File: config.mk
export PLATFORM = sky130hd
export DESIGN_NAME = reg_pipe_n
export DESIGN_NICKNAME = d
export VERILOG_FILES = /design/src/rtl/reg_pipe_n.sv
export SDC_FILE = /design/constraint.sdc
export NUM_CORES = 1
export LEC_CHECK = 0
export CELL_PAD_IN_SITES_DETAIL_PLACEMENT = 1
export CELL_PAD_IN_SITES_GLOBAL_PLACEMENT = 1
export CORE_UTILIZATION = 28
export DETAILED_ROUTE_END_ITERATION = 7
export GPL_ROUTABILITY_DRIVEN = 0
export GPL_TIMING_DRIVEN = 0
export HOLD_SLACK_MARGIN = 0.1
export MAX_ROUTING_LAYER = met4
export PLACE_DENSITY = 0.84
export SLEW_MARGIN = 20
export SYNTH_ARGS = -nofsm -noshare
export SYNTH_HDL_FRONTEND = slang
export SYNTH_SLANG_ARGS = --single-unit
File: constraint.sdc
create_clock -name CLK -period 0.9 [get_ports CLK]
set_input_delay 0.135 -clock CLK [delete_from_list [all_inputs] [get_ports CLK]]
set_output_delay 0.135 -clock CLK [all_outputs]
set_load 0.01 [all_outputs]
File: src/rtl/reg_pipe_n.sv
// Parametrised DEPTH-stage register pipeline with valid tracking, clock-enable stall and sync clear.
// Optional occupancy counter port OCC is built only when REG_PIPE_OCC_EN is defined.
module reg_pipe_n #(
    parameter int unsigned WIDTH = 18,
    parameter int unsigned DEPTH = 1,
    localparam int unsigned OW   = (DEPTH == 0) ? 1 : $clog2(DEPTH + 1)
) (
    input  logic             CLK,
    input  logic             RST_N,
    input  logic             CE,
    input  logic             SRST,
    input  logic [WIDTH-1:0] IN,
    input  logic             VLD_IN,
    output logic [WIDTH-1:0] OUT,
    output logic             VLD_OUT
`ifdef REG_PIPE_OCC_EN
   ,output logic [OW-1:0]    OCC
`endif
);

    if (DEPTH == 0) begin : g_bypass
        // Pure wire: clock, enable and both resets have no effect.
        logic unused_ctrl;
        assign unused_ctrl = &{1'b0, CLK, RST_N, CE, SRST};
        assign OUT         = IN;
        assign VLD_OUT     = VLD_IN;
`ifdef REG_PIPE_OCC_EN
        assign OCC         = '0;
`endif
    end else begin : g_pipe
        logic [WIDTH-1:0] stage [DEPTH];
        logic [DEPTH-1:0] vld;

        // Data shifts on every enabled edge regardless of VLD_IN; vld alone marks meaning.
        always_ff @(posedge CLK or negedge RST_N) begin
            if (!RST_N) begin
                for (int unsigned k = 0; k < DEPTH; k++) stage[k] <= '0;
                vld <= '0;
            end else if (SRST) begin
                for (int unsigned k = 0; k < DEPTH; k++) stage[k] <= '0;
                vld <= '0;
            end else if (CE) begin
                stage[0] <= IN;
                vld[0]   <= VLD_IN;
                for (int unsigned k = 1; k < DEPTH; k++) begin
                    stage[k] <= stage[k-1];
                    vld[k]   <= vld[k-1];
                end
            end
        end

        assign OUT     = stage[DEPTH-1];
        assign VLD_OUT = vld[DEPTH-1];

`ifdef REG_PIPE_OCC_EN
        logic [OW-1:0] occ_q;

        // Tracks the number of set vld flags; bounded by DEPTH so it cannot wrap.
        always_ff @(posedge CLK or negedge RST_N) begin
            if (!RST_N) begin
                occ_q <= '0;
            end else if (SRST) begin
                occ_q <= '0;
            end else if (CE) begin
                occ_q <= occ_q + OW'(VLD_IN) - OW'(vld[DEPTH-1]);
            end
        end

        assign OCC = occ_q;
`endif
    end

endmodule

======== Word level (Yosys, flattened, before mapping) ========
Cells that the tools add are included.
operators by class
  multiplexer cells ....................... 4
  reduce and logical (&&, ||, !) cells .... 1
operators by type and width
  kind                number
  18-bit two-way mux  2
  1-bit two-way mux   2
  2-bit nonzero test  1
word-level totals
  bits in registers ....................... 19
  bits of input ports ..................... 23

======== Logic depth before layout (Yosys ltp) ========
  word-level depth ........................ 2
  depth in mapped cells ................... 4
  mapped depth without buffers ............ 2

======== Least setup slack after synthesis ========
OpenSTA, ideal clock, no wires.
  path kind ............................... in2reg
  from .................................... input CE
  to ...................................... register g_pipe.stage, in the netlist OUT[10]
  setup time .............................. 121 ps
  arrival ................................. 629 ps
  setup slack ............................. 150 ps
  stages on the path ...................... 4
  path buffers ............................ 2
  cell sequence ........................... buf_6 > buf_12 > mux2i_1 > nor2_1
on the way
  cells in the longest elaborated chain, start to end .. 1
ends and longest elaborated chain
  item                                 RTL line  text
  start, declared                      10        input logic CE,
  2-bit nonzero test (no source line)  --
  end signal, assigned by index        46        stage[k] <= stage[k-1];
  end, declared                        31        logic [WIDTH-1:0] stage [DEPTH];
No other way between the ends.
A chain may end at the register's enable or synchronous reset.

======== Worst setup path after layout ========
  from .................................... register g_pipe.stage, in the netlist OUT[2]
  to ...................................... output OUT[2]
RTL lines
  item           RTL line  text
  end, declared  14        output logic [WIDTH-1:0] OUT,
No word-level cell between the ends.

==> impl_metrics.py <==
metrics = {
    "outcome": {
        "status": "finished, violations left",
        "failed_checks": "setup timing",
    },
    "sta": {
        "min_period_ns": 0.968,
        "worst_slew_pin_slew_ns": 0.813,
        "slew_headroom": 0.458,
        "fin_crit_sh": 1.08,
        "hold_viol_final": 0,
        "final-setup-viol-count": 19,
        "rsz0062_at_grt": "true",
        "slew_violations": 0,
        "fin_skew_ns": 0,
        "fmax_mhz": 1030,
        "hold_slack_ns": 0.0377,
        "fin_ws_ns": -0.0676,
    },
    "drt": {
        "via_count": 629,
        "first_iter_violations": 2,
        "drtAntennaViolNets": 0,
        "avgViaCountPerCell": 4.53,
        "dr.pass1.iters": 2,
        "drc": 0,
        "wl_per_cell_um": 13.2,
        "wirelength_mm": 1.83,
    },
    "worst_setup_path": {
        "path_buf_inv": 1,
        "cp.required_ns": 0.76,
        "reg2reg_setup_slack_ns": 0.03,
        "max_stage_delay_ns": 0.40,
        "path_delay_family": "flip-flops",
        "cp_max_fo": 2,
        "cp_cell_sequence": "buf_2",
        "arrival_ns": 0.83,
        "cp_slowest_cell": "dfrtp_1",
        "worstSetupPathType": "reg2out",
        "cp-start-kind": "register",
        "cp-end-kind": "output pin",
    },
    "yosys": {
        "syn_avg_cell_area_um2": 12.8,
        "syn-instance-count": 61,
        "yosys_register_bits": 19,
        "synth_warnings": 0,
        "yosys.area.top_type": "dfrtp_1",
        "ys_top_cells_by_count": "dfrtp_1 (19), mux2i_1 (19), nor2_1 (19)",
        "synth_area_leaders": "dfrtp_1 (61%), mux2i_1 (24%), nor2_1 (9.2%)",
        "synth_area_um2": 778,
        "synth_top_area_share": 0.611,
        "synth_nets": 84,
        "yosysUniqueCellTypes": 7,
        "synth_ff_type": "dfrtp_1",
        "synthArstFlopShare": 1.00,
        "synth_edf_count": 0,
        "ys_seq_area_frac": 0.611,
    },
    "die": {
        "die_w_um": 54.7,
        "rows": 18,
        "dieArea_mm2": 0.00299,
        "core_mm2": 0.00254,
        "io_pins": 42,
        "die_y_um": 54.7,
        "initial_utilization": 0.306,
    },
    "clock_network": {
        "insertion_delay_ns": 0.28,
        "cts_num_sinks": 19,
        "root_buffer": "clkbuf_4",
        "htree_levels": 1,
        "cts_max_path_buffers": 2,
        "clkTransAtPathRegs_ns": 0.11,
        "cts_tree": "yes",
        "cts_buffers": 3,
    },
    "global_route": {
        "overflow": 0,
        "grt_pass1_wl_mm": 2.88,
        "grt_usage": 0.141,
        "antenna_found_initial": 0,
        "grt_max_degree": 20,
        "grt_pass1_vias": 637,
    },
    "placed_design": {
        "io_buffers": 39,
        "place_ws_ns": -0.346,
        "place_hpwl_mm": 1.40,
    },
    "pwr": {
        "cellLeakagePower_nw": 0.642,
        "power_density_mw_per_mm2": 1410,
        "vdd_drop_max_mv": 0.696,
    },
    "cells_and_area": {
        "drive_above_1_share": 0.284,
        "final_nets": 133,
        "diodes": 0,
        "syn_to_final_growth_pct": 53.2,
    },
    "worst_hold_path": {
        "hp-class": "in2async",
    },
    "flow_run": {
        "drv_cap": 0,
    },
}
## state kept, by name (all words and copies together), names as in the netlist
signal   cells
OUT         18
VLD_OUT      1
## where the power goes
group	switching, mW	internal [mW]
clock network	0.253	0.172
registers	0.0253	0.901
logic	0.140	0.194
total	0.419	1.27
## per-layer routing
metal  share of wire  track usage  vias up
met5               0            -        -
met4               0       0.0256        0
met3           0.081       0.0250        0
met2            0.50        0.253       32
met1            0.42        0.164      303
li1                -            -      294
## area by class of cell
cell class | count | area (µm²)
flip-flops and latches | 19 | 475
fillers | 287 | 1350
multi-input cells | 38 | 262
well taps | 30 | 37.5
repair buffers | 44 | 350
plain buffers | 4 | 41.3
clock buffers | 4 | 26.3
## path summary, 6_finish.rpt
kind                       cells past startpoint                 from             endpoint
max in group asynchronous                      1                RST_N   OUT[1]$_DFFE_PN0P_
max                                            1   OUT[2]$_DFFE_PN0P_               OUT[2]
max reg2reg                                    3   OUT[4]$_DFFE_PN0P_   OUT[4]$_DFFE_PN0P_
min in group CLK                               2                 SRST   OUT[0]$_DFFE_PN0P_
min                                            1                RST_N  OUT[14]$_DFFE_PN0P_
min reg2reg                                    2  VLD_OUT$_DFFE_PN0P_  VLD_OUT$_DFFE_PN0P_
## layout by cell type (no fill, tap or decap)
| cell | netlist | final |
|---|---|---|
| buf_4 | 0 | 5 |
| clkbuf_2 | 1 | 1 |
| dfrtp_1 | 19 | 19 |
| clkdlybuf4s50_1 | 0 | 19 |
| dlygate4sd2_1 | 0 | 1 |
| clkbuf_1 | 0 | 1 |
| clkbuf_4 | 0 | 3 |
| buf_12 | 1 | 1 |
| mux2i_1 | 19 | 19 |
| buf_6 | 1 | 4 |
| buf_2 | 1 | 17 |
| nor2_1 | 19 | 19 |
## through the flow
stage	TNS [ns]	cell area (µm²)	utilization	power (mW)	std cells
after floorplan	0	778	-	1.08	61
after global placement	-7.54	1210	0.474	1.29	130
after detailed placement	-8.51	1210	0.474	1.31	130
after CTS	-1.10	1150	0.452	1.68	136
after global routing	-1.78	1190	0.469	1.78	139
final	-0.968	1190	0.469	1.69	139
## timing repair
item / CTS / global route
gates resized for setup: 77 / 3
setup buffers: 2 / 3
setup endpoints to repair: 38 / 19
endpoints found under the hold margin: 19 / 5
## kinds of logic after synthesis
logic type    Yosys count  synth area share
buf+inv                 4            0.0530
simple gates           19            0.0916
flops                  19             0.611
mux                    19             0.244
Note: power is estimated with default switching activity, not from simulation.
